--- config.mk ---
export PLATFORM = sky130hd
export DESIGN_NAME = tiny_cpu_sequencer_flat
export DESIGN_NICKNAME = d
export VERILOG_FILES = /design/src/rtl/tiny_cpu_sequencer_if.sv /design/src/rtl/tiny_cpu_sequencer.sv /design/src/flat_wrapper.sv
export SDC_FILE = /design/constraint.sdc
export NUM_CORES = 1
export LEC_CHECK = 0
export CORE_MARGIN = 1.5
export CORE_UTILIZATION = 60
export DETAILED_ROUTE_END_ITERATION = 6
export PLACE_DENSITY = 0.92
export SETUP_SLACK_MARGIN = 0.1
export SYNTH_ARGS = -nofsm -noshare
export SYNTH_HDL_FRONTEND = slang
export SYNTH_SLANG_ARGS = --single-unit
--- constraint.sdc ---
create_clock -name clk -period 7.3 [get_ports clk]
set_input_delay 1.46 -clock clk [delete_from_list [all_inputs] [get_ports clk]]
set_output_delay 1.46 -clock clk [all_outputs]
set_load 0.05 [all_outputs]
--- src/rtl/tiny_cpu_sequencer_if.sv ---
// Host-side bus of the TinyCPU program sequencer: memory load port, run
// control, the CPU Result feedback and the sequencer outputs.
// Optional macro SEQ_SINGLE_STEP_EN adds the step_mode/step controls.
interface tiny_cpu_sequencer_if #(
  parameter int AW = 4
) ();
  logic          load_en;
  logic [AW-1:0] load_addr;
  logic [11:0]   load_data;
  logic          start;
  logic [AW:0]   length;
  logic          abort;
  logic [7:0]    result;
  logic [11:0]   instr;
  logic          busy;
  logic          done;
  logic [AW-1:0] pc;
  logic [7:0]    final_result;
`ifdef SEQ_SINGLE_STEP_EN
  logic          step_mode;
  logic          step;
`endif

  modport master (
`ifdef SEQ_SINGLE_STEP_EN
    output step_mode, step,
`endif
    output load_en, load_addr, load_data, start, length, abort, result,
    input  instr, busy, done, pc, final_result
  );

  modport slave (
`ifdef SEQ_SINGLE_STEP_EN
    input  step_mode, step,
`endif
    input  load_en, load_addr, load_data, start, length, abort, result,
    output instr, busy, done, pc, final_result
  );
endinterface

--- src/rtl/tiny_cpu_sequencer.sv ---
// TinyCPU program sequencer. Holds a 2**AW-word instruction memory loaded
// while idle, then plays the words onto instr for HOLD_CYCLES clocks each,
// stopping at the run length, on a HALT word (opcode 4'hF) or on abort.
// On a normal or HALT stop the CPU result is captured and done pulses.
// Optional macro SEQ_SINGLE_STEP_EN adds a PAUSE state after every word,
// released by a step pulse when step_mode is set.
module tiny_cpu_sequencer #(
  parameter int          AW          = 4,
  parameter int          HOLD_CYCLES = 4,
  parameter logic [11:0] IDLE_WORD   = 12'hF00
) (
  input logic                 clk,
  input logic                 rst,
  tiny_cpu_sequencer_if.slave bus
);
  localparam int            DEPTH     = 1 << AW;
  localparam int            HW        = (HOLD_CYCLES > 1) ? $clog2(HOLD_CYCLES) : 1;
  localparam logic [HW-1:0] HOLD_LAST = HW'(HOLD_CYCLES - 1);
  localparam logic [AW:0]   MAX_LEN   = (AW + 1)'(DEPTH);
  localparam logic [AW:0]   IDX_ONE   = (AW + 1)'(1);
  localparam logic [HW-1:0] HOLD_ONE  = HW'(1);
  localparam logic [3:0]    HALT_OP   = 4'hF;

  typedef enum logic [1:0] {
    IDLE,
    RUN,
`ifdef SEQ_SINGLE_STEP_EN
    PAUSE,
`endif
    DONE
  } state_t;

  state_t        state, state_next;
  logic [11:0]   mem [DEPTH];
  logic [AW:0]   idx, idx_next;
  logic [AW:0]   len, len_next;
  logic [HW-1:0] hold, hold_next;
  logic [11:0]   instr, instr_next;
  logic [7:0]    final_result, final_next;
  logic [AW:0]   len_clamp;
  logic [AW:0]   cand;
  logic [11:0]   first_word;
  logic [11:0]   cand_word;
  logic          cand_ends;

  // Instruction memory: written only while idle, never cleared by reset.
  always_ff @(posedge clk) begin
    if (!rst && state == IDLE && bus.load_en)
      mem[bus.load_addr] <= bus.load_data;
  end

  // Candidate word lookup: the word that would issue next and whether the run stops there.
  always_comb begin
    len_clamp  = (bus.length > MAX_LEN) ? MAX_LEN : bus.length;
    first_word = (bus.load_en && bus.load_addr == '0) ? bus.load_data : mem[0];
`ifdef SEQ_SINGLE_STEP_EN
    cand = (state == PAUSE) ? idx : idx + IDX_ONE;
`else
    cand = idx + IDX_ONE;
`endif
    cand_word = mem[cand[AW-1:0]];
    cand_ends = (cand == len) || (cand_word[11:8] == HALT_OP);
  end

  // Next-state and datapath updates for the run sequence.
  always_comb begin
    state_next = state;
    idx_next   = idx;
    len_next   = len;
    hold_next  = hold;
    instr_next = instr;
    final_next = final_result;
    case (state)
      IDLE: begin
        if (bus.start) begin
          len_next  = len_clamp;
          idx_next  = '0;
          hold_next = '0;
          if (len_clamp == '0 || first_word[11:8] == HALT_OP) begin
            state_next = DONE;
            final_next = bus.result;
            instr_next = IDLE_WORD;
          end else begin
            state_next = RUN;
            instr_next = first_word;
          end
        end
      end
      RUN: begin
        if (bus.abort) begin
          state_next = IDLE;
          instr_next = IDLE_WORD;
          idx_next   = '0;
          hold_next  = '0;
        end else if (hold == HOLD_LAST) begin
          hold_next = '0;
`ifdef SEQ_SINGLE_STEP_EN
          if (bus.step_mode) begin
            state_next = PAUSE;
            instr_next = IDLE_WORD;
            idx_next   = cand;
          end else
`endif
          if (cand_ends) begin
            state_next = DONE;
            final_next = bus.result;
            instr_next = IDLE_WORD;
            idx_next   = '0;
          end else begin
            idx_next   = cand;
            instr_next = cand_word;
          end
        end else begin
          hold_next = hold + HOLD_ONE;
        end
      end
`ifdef SEQ_SINGLE_STEP_EN
      PAUSE: begin
        if (bus.abort) begin
          state_next = IDLE;
          idx_next   = '0;
        end else if (bus.step) begin
          if (cand_ends) begin
            state_next = DONE;
            final_next = bus.result;
            idx_next   = '0;
          end else begin
            state_next = RUN;
            instr_next = cand_word;
          end
        end
      end
`endif
      DONE: begin
        state_next = IDLE;
      end
      default: begin
        state_next = IDLE;
        instr_next = IDLE_WORD;
        idx_next   = '0;
        hold_next  = '0;
      end
    endcase
  end

  // State and datapath registers with synchronous reset.
  always_ff @(posedge clk) begin
    if (rst) begin
      state        <= IDLE;
      idx          <= '0;
      len          <= '0;
      hold         <= '0;
      instr        <= IDLE_WORD;
      final_result <= 8'h00;
    end else begin
      state        <= state_next;
      idx          <= idx_next;
      len          <= len_next;
      hold         <= hold_next;
      instr        <= instr_next;
      final_result <= final_next;
    end
  end

  assign bus.instr        = instr;
`ifdef SEQ_SINGLE_STEP_EN
  assign bus.busy         = (state == RUN) || (state == PAUSE);
`else
  assign bus.busy         = (state == RUN);
`endif
  assign bus.done         = (state == DONE);
  assign bus.pc           = idx[AW] ? {AW{1'b1}} : idx[AW-1:0];
  assign bus.final_result = final_result;
endmodule

--- src/flat_wrapper.sv ---
// flat-port wrapper written by rule: the top's interface ports become plain ports
module tiny_cpu_sequencer_flat 
#(
  parameter int          AW          = 4,
  parameter int          HOLD_CYCLES = 4,
  parameter logic [11:0] IDLE_WORD   = 12'hF00
)
  (clk, rst, bus_load_en, bus_load_addr, bus_load_data, bus_start, bus_length, bus_abort, bus_result, bus_instr, bus_busy, bus_done, bus_pc, bus_final_result);
  tiny_cpu_sequencer_if #(.AW(AW)) bus_i ();
  input logic clk;
  input logic rst;
  input wire logic [$bits(bus_i.load_en)-1:0] bus_load_en;
  input wire logic [$bits(bus_i.load_addr)-1:0] bus_load_addr;
  input wire logic [$bits(bus_i.load_data)-1:0] bus_load_data;
  input wire logic [$bits(bus_i.start)-1:0] bus_start;
  input wire logic [$bits(bus_i.length)-1:0] bus_length;
  input wire logic [$bits(bus_i.abort)-1:0] bus_abort;
  input wire logic [$bits(bus_i.result)-1:0] bus_result;
  output wire logic [$bits(bus_i.instr)-1:0] bus_instr;
  output wire logic [$bits(bus_i.busy)-1:0] bus_busy;
  output wire logic [$bits(bus_i.done)-1:0] bus_done;
  output wire logic [$bits(bus_i.pc)-1:0] bus_pc;
  output wire logic [$bits(bus_i.final_result)-1:0] bus_final_result;
  assign bus_i.load_en = bus_load_en;
  assign bus_i.load_addr = bus_load_addr;
  assign bus_i.load_data = bus_load_data;
  assign bus_i.start = bus_start;
  assign bus_i.length = bus_length;
  assign bus_i.abort = bus_abort;
  assign bus_i.result = bus_result;
  assign bus_instr = bus_i.instr;
  assign bus_busy = bus_i.busy;
  assign bus_done = bus_i.done;
  assign bus_pc = bus_i.pc;
  assign bus_final_result = bus_i.final_result;
  tiny_cpu_sequencer #(.AW(AW), .HOLD_CYCLES(HOLD_CYCLES), .IDLE_WORD(IDLE_WORD)) u_core (.clk(clk), .rst(rst), .bus(bus_i));
endmodule
# After elaboration in Yosys (flattened, before gate mapping)
# Memories as Yosys holds them, arrays and structs flattened.
# Cells that the tools add are included.
[totals] regBits=34 ramBits=192 input_bits=34 wordCells=71 n_memories=1
[op_classes] n_addsub=2 magnitude_cmp=1 n_eq_ne=13 muxes=32 bitwise_logic=1 n_reduce_logical=15
[mem_list] memory="u_core.mem" depth=16 word_bits=12 rd=2 rd_ports_with_merged_regs=0 wr=1 line="tiny_cpu_sequencer.sv:34" text="logic [11:0] mem [DEPTH];"
[op_table] op="12-bit 2-to-1 mux" count=6
[op_table] op="8-bit 2-to-1 mux" count=5
[op_table] op="12-bit case mux with 3 select lines" count=1
[op_table] op="5-bit 2-to-1 mux" count=5
[op_table] op="2-bit 2-to-1 mux" count=8
[op_table] op="8-bit case mux with 2 select lines" count=1
[op_table] op="5-bit case mux with 3 select lines" count=1
[op_table] op="4-bit == test (second input constant)" count=2
[op_table] op="2-bit != test (second input constant)" count=3
[op_table] op="3-bit by 2-bit != test with 1-bit output (second input constant)" count=2
[op_table] op="2-bit case mux with 3 select lines" count=1
[op_table] op="3-bit AND reduction" count=2
[op_table] op="6-bit AND reduction" count=1
[op_table] op="5-bit by 1-bit adder with 5-bit output (second input constant)" count=1
[op_table] op="5-bit == test" count=1
[op_table] op="5-bit greater-than comparator (second input constant)" count=1
[op_table] op="5-bit logical NOT" count=1
[op_table] op="2-bit == test (second input constant)" count=2
[op_table] op="4-bit logical NOT" count=1
[op_table] op="4-bit 2-to-1 mux" count=1
[op_table] op="2-bit by 1-bit != test with 1-bit output (second input constant)" count=2
[op_table] op="2-bit case mux with 2 select lines" count=1
[op_table] op="2-bit AND reduction" count=2
[op_table] op="1-bit logical AND" count=3
[op_table] op="other kinds (8)" count=10

# Logic depth before layout (Yosys ltp)
[depth] word_depth=8 mapped_depth=10 ltp_nobuf=7

# Worst setup path after synthesis
# OpenSTA, ideal clock, no wires.
[synth_timing] kind="input to register" from="in bus_load_addr[1]" to="reg u_core.instr[10] (netlist: u_core.bus.instr[10])" setup_time_ps=120 t_arrival_ps=3179 required_time_ps=7180 setup_slack_ps=4001 path_stages=8 path_buffers=3 cell_sequence="clkbuf_1 -> nor4_1 -> and2_1 -> clkbuf_1 -> clkbuf_1 -> mux2i_1 -> a211oi_1 -> a211o_1"
[synth_between] elab_chain_cells=8
[synth_lines] item="start: declaration" line="flat_wrapper.sv:13" text="input wire logic [$bits(bus_i.load_addr)-1:0] bus_load_addr;"
[synth_lines] item="4-bit logical NOT (*)" line="tiny_cpu_sequencer.sv:55" text="first_word = (bus.load_en && bus.load_addr == '0) ? bus.load_data : mem[0];"
[synth_lines] item="1-bit logical AND (*)" line="tiny_cpu_sequencer.sv:55"
[synth_lines] item="12-bit 2-to-1 mux (*)" line="tiny_cpu_sequencer.sv:55"
[synth_lines] item="4-bit == test" line="tiny_cpu_sequencer.sv:79" text="if (len_clamp == '0 || first_word[11:8] == HALT_OP) begin"
[synth_lines] item="1-bit logical OR" line="tiny_cpu_sequencer.sv:79"
[synth_lines] item="12-bit 2-to-1 mux (*)" line="tiny_cpu_sequencer.sv:79"
[synth_lines] item="12-bit 2-to-1 mux (*)" line="tiny_cpu_sequencer.sv:75" text="if (bus.start) begin"
[synth_lines] item="12-bit case mux with 3 select lines (*)" line="tiny_cpu_sequencer.sv:73" text="case (state)"
[synth_lines] item="end signal: assignment" line="tiny_cpu_sequencer.sv:160" text="instr <= instr_next;"
[synth_lines] item="end: declaration" line="tiny_cpu_sequencer.sv:38" text="logic [11:0] instr, instr_next;"
# Every way passes the cells marked *; elsewhere a longest branch is shown, timed or not. The select of a mux whose other input is x is not followed.
# A chain may end at the register's enable or synchronous reset.

# Worst setup path after layout
[layout_timing] from="reg u_core.idx[0]" to="reg u_core.final_result[2] (netlist: u_core.bus.final_result[2])"
[layout_between] elab_chain_cells=6 elab_cells_between_ends=7 cone_classes="1 x add/sub; 3 x eq/ne; 2 x reduce/logical; 1 x memory"
[layout_lines] item="start: declaration" line="tiny_cpu_sequencer.sv:35" text="logic [AW:0] idx, idx_next;"
[layout_lines] item="start signal: assignment" line="tiny_cpu_sequencer.sv:157" text="idx <= idx_next;"
[layout_lines] item="5-bit by 1-bit adder with 5-bit output (*)" line="tiny_cpu_sequencer.sv:59" text="cand = idx + IDX_ONE;"
[layout_lines] item="memory read 16 x 12 bit"
[layout_lines] item="4-bit == test" line="tiny_cpu_sequencer.sv:62" text="cand_ends = (cand == len) || (cand_word[11:8] == HALT_OP);"
[layout_lines] item="1-bit logical OR (*)" line="tiny_cpu_sequencer.sv:62"
[layout_lines] item="2-bit by 1-bit != test with 1-bit output (no line) (*)"
[layout_lines] item="6-bit AND reduction (no line) (*)"
[layout_lines] item="end signal: assignment" line="tiny_cpu_sequencer.sv:161" text="final_result <= final_next;"
[layout_lines] item="end: declaration" line="tiny_cpu_sequencer.sv:39" text="logic [7:0] final_result, final_next;"
# Every way passes the cells marked *; elsewhere a longest branch is shown, timed or not.

==> flow_metrics.py <==
metrics = {
    "synthesis": {
        "synth_area_um2": 9270,
        "synth.yosys.seq_area_share_pct": 69.54,
        "syn_inst": 545,
        "synth-xor-area-share_pct": 1.323,
        "syn_avg_cell_area_um2": 17.01,
        "synthMuxAreaShare_pct": 14.47,
        "synth-compound-area-share_pct": 6.425,
        "synth_warnings": 0,
        "synth_top_family_by_area": "multiplexers",
        "synth-simple-area-share_pct": 5.979,
        "synth_edf_count": 192,
        "ys_ff_latch": 226,
        "yosys.area_share.adder_pct": 0.2699,
        "postSynth.asyncResetShare_pct": 0,
        "ys_types": 50,
        "ys.flop_type": "edfxtp_1",
        "syn-num-nets": 581,
    },
    "floorplan": {
        "die-area_um2": 16210,
        "start_util_pct": 61.21,
        "fp.dieW_um": 127.3,
        "num_rows": 45,
        "pin_count": 60,
        "coreArea_um2": 15150,
        "die_y_um": 127.3,
    },
    "final_layout": {
        "antenna_cells": 0,
        "final_util_pct": 70.36,
        "nets": 646,
        "drive_gt1_share_pct": 14.61,
        "area_delta_synth_final_pct": 14.96,
        "design_area_um2": 10660,
    },
    "pwr": {
        "combPwrFrac_pct": 7.9,
        "p_leak_uw": 0.003402,
        "seq_power_share_pct": 53.8,
        "ir_worst_vdd_mv": 0.2059,
        "power_density_nw_per_um2": 249.7,
        "power.internal_uw": 2076,
        "p_clk_share_pct": 38.3,
        "p_switching_uw": 584.7,
        "sw_frac_of_total_pct": 21.97,
    },
    "setup_path": {
        "critPathKind": "reg -> reg",
        "r2r_end": "u_core.bus.final_result[2]$_SDFFE_PP0P_",
        "r2r_setup_slack_ns": 3.07,
        "arrival_ns": 4.67,
        "critPathBufInv": 1,
        "worstSetupStartpointType": "register",
        "end_kind": "register",
        "critical_path.reg2reg.startpoint": "u_core.idx[0]$_SDFFE_PP0P_",
        "path_cells": "buf_4 -> ha_2 -> xor2_4 -> mux4_2 -> o41ai_4 -> a21o_1 -> and3_1 -> a22o_1",
        "rr_worst_depth": 8,
        "worst-path-stages": 8,
        "critPathRequiredTime_ns": 7.74,
        "worstPathMaxFanout": 55,
        "crit_slowest_cell": "xor2_4",
        "cp_slowest_stage_delay_ns": 0.93,
        "crit_family": "XOR/XNOR gates",
    },
    "timing": {
        "finClkSkew_ns": 0.009106,
        "slew_headroom_pct": 11.78,
        "slew_violations": 0,
        "fin_crit_sh_pct": 57.91,
        "finalHoldViolations": 0,
        "rsz0062_at_grt": "false",
        "worst_pin_slew_ns": 1.318,
        "tns_ns": 0,
        "setup_viol": 0,
        "min_period_ns": 4.227,
        "holdWs_ns": 0.4702,
        "fmax_mhz": 236.6,
    },
    "grt": {
        "grt_pass1_vias": 5344,
        "grt_pass1_wl_um": 30170,
        "grt_overflow": 0,
        "grt_max_degree": 56,
        "antenna_found_initial": 0,
        "track_usage_pct": 25.24,
    },
    "min_path": {
        "whs_path_depth": 1,
        "holdCritStartpoint": "u_core.bus.instr[8]$_SDFFE_PP1P_",
        "hold_class": "reg -> reg",
        "min_to": "u_core.bus.instr[8]$_SDFFE_PP1P_",
    },
    "clock_tree": {
        "cts_tree": "built",
        "path_clk_slew_ns": 0.06,
        "cts_resized": 0,
        "cts_buffer_depth": 3,
        "cts_setup_buffers": 0,
        "hold_buffers": 0,
        "clk-insertion-delay-late_ns": 0.51,
        "cts_max_level": 1,
        "numCtsBuffers": 23,
        "cts.sinks": 226,
        "cts_root_buf": "clkbuf_16",
    },
    "drt": {
        "first_iter_violations": 516,
        "drcViolationCount": 0,
        "ant_nets": 0,
        "first_pass_iters": 5,
        "drt_wl_total_um": 19670,
        "vias_per_cell": 6.487,
        "via_count": 5261,
        "routedWlPerCell_um": 24.26,
    },
    "placed_design": {
        "placed_area_um2": 10010,
        "dp_hpwl_um": 12510,
        "io_buffers": 59,
        "gp_congestion": 0.9064,
    },
    "flow_run": {
        "max_cap_violations": 0,
    },
    "outcome": {
        "run_status": "completed",
    },
}
-- registers in the layout, summed over array words and instances (netlist names) --
register,count
u_core.bus.instr,12
u_core.mem,192
u_core.bus.final_result,8
u_core.idx,5
u_core.state,2
u_core.hold,2
u_core.len,5
-- layout make-up --
| cell class | count | area, µm² |
|---|---|---|
| repair buffers | 66 | 643.1 |
| clock buffers | 29 | 598.1 |
| flip-flops and latches | 226 | 6447 |
| multi-input cells | 288 | 2670 |
| fillers | 899 | 4489 |
| clock inverters | 9 | 43.79 |
| inverters | 5 | 18.77 |
| well taps | 188 | 235.2 |
-- cells by family after synthesis --
logic type,count (synthesis)
xor gates and xnor gates,10
muxes,84
buffers and inverters,31
DFF,226
and+or+nand+nor,114
AOI/OAI and AO/OA,78
adders and majority gates,2
-- metal layers --
layer	up-vias	wire length [µm]	share of wire (%)	track usage [%]
met3	52	1663	8.5	4.564
li1	2294	-	-	-
met4	0	656	3.3	9.960
met2	310	10030	51	43.02
met5	-	0	0	0
met1	2605	7325	37	32.64
-- worst max-delay path by stage --
stage | start | to | slack, ns
after floorplan | bus_load_addr[1] | u_core.bus.instr[10]$_SDFFE_PP1P_ | 4.00
after global placement | rst | u_core.mem[10][6]$_DFFE_PP_ | 3.23
after detailed placement | rst | u_core.mem[10][2]$_DFFE_PP_ | 3.04
after CTS | u_core.idx[0]$_SDFFE_PP0P_ | u_core.bus.final_result[2]$_SDFFE_PP0P_ | 3.03
after global routing | u_core.idx[0]$_SDFFE_PP0P_ | u_core.bus.final_result[2]$_SDFFE_PP0P_ | 2.76
final | u_core.idx[0]$_SDFFE_PP0P_ | u_core.bus.final_result[2]$_SDFFE_PP0P_ | 3.07
-- through the flow --
step / power [µW] / instances / setup WS [ns]
2_1_floorplan: 1586 / 545 / 4.001
3_3_place_gp: 1657 / 773 / 3.229
5_1_grt: 2744 / 811 / 2.756
4_1_cts: 2676 / 811 / 3.035
6_report: 2661 / 811 / 3.073
3_5_place_dp: 1667 / 773 / 3.035
-- cells in the mapped netlist (2+ instances only) --
master / number / area (µm²)
a211o_1: 3 / 26.28
a211oi_1: 13 / 97.59
a21o_1: 2 / 15.01
a21oi_1: 27 / 135.1
a21oi_2: 2 / 17.52
a221o_1: 8 / 80.08
a22o_1: 9 / 78.83
and2_1: 3 / 18.77
and3_1: 4 / 25.02
buf_2: 9 / 45.04
buf_4: 2 / 15.01
buf_6: 3 / 33.78
clkbuf_1: 9 / 33.78
dfxtp_1: 34 / 680.7
edfxtp_1: 192 / 5766
ha_1: 2 / 25.02
inv_1: 5 / 18.77
mux2i_1: 44 / 440.4
mux4_2: 40 / 900.9
nand2_1: 40 / 150.1
nand2b_1: 4 / 25.02
nand3_1: 7 / 35.03
nand3b_1: 2 / 15.01
nor2_1: 23 / 86.33
nor2b_1: 11 / 68.82
nor3_1: 6 / 30.03
nor3b_1: 4 / 30.03
o2111ai_1: 2 / 17.52
o21ai_0: 2 / 10.01
o31ai_1: 2 / 15.01
o41ai_4: 2 / 55.05
or2_2: 5 / 31.28
xnor2_1: 3 / 26.28
xnor3_1: 2 / 45.04
xor2_1: 4 / 35.03
-- cells in the final DEF (no fill, tap or decap), types with 2 or more instances in the layout --
cell / instances
edfxtp_1: 192
clkdlybuf4s50_1: 59
mux2i_1: 44
nand2_1: 40
mux4_2: 40
dfxtp_1: 33
a21oi_1: 27
nor2_1: 23
clkbuf_16: 23
a211oi_1: 13
nor2b_1: 11
a22o_1: 9
a221o_1: 8
nand3_1: 7
buf_4: 7
clkbuf_1: 6
or2_2: 5
inv_1: 5
and3_1: 4
nand2b_1: 4
nor3_1: 4
nor3b_1: 4
clkinv_1: 4
clkinv_2: 4
xor2_1: 3
xnor2_1: 3
and2_1: 3
a211o_1: 3
nand3b_1: 2
nor3_2: 2
xnor3_1: 2
o41ai_4: 2
a21o_1: 2
o31ai_1: 2
a21oi_2: 2
o21ai_0: 2
o2111ai_1: 2
-- power groups by stage --
| stage | logic [µW] | clock network (µW) | registers (µW) |
|---|---|---|---|
| floorplan | 97.0 | 0 | 1490 |
| global placement | 200 | 0 | 1460 |
| detailed placement | 208 | 0 | 1460 |
| CTS | 210 | 1030 | 1430 |
| global route | 223 | 1090 | 1430 |
| finish | 210 | 1020 | 1430 |
(Power assumes the default switching activity.)
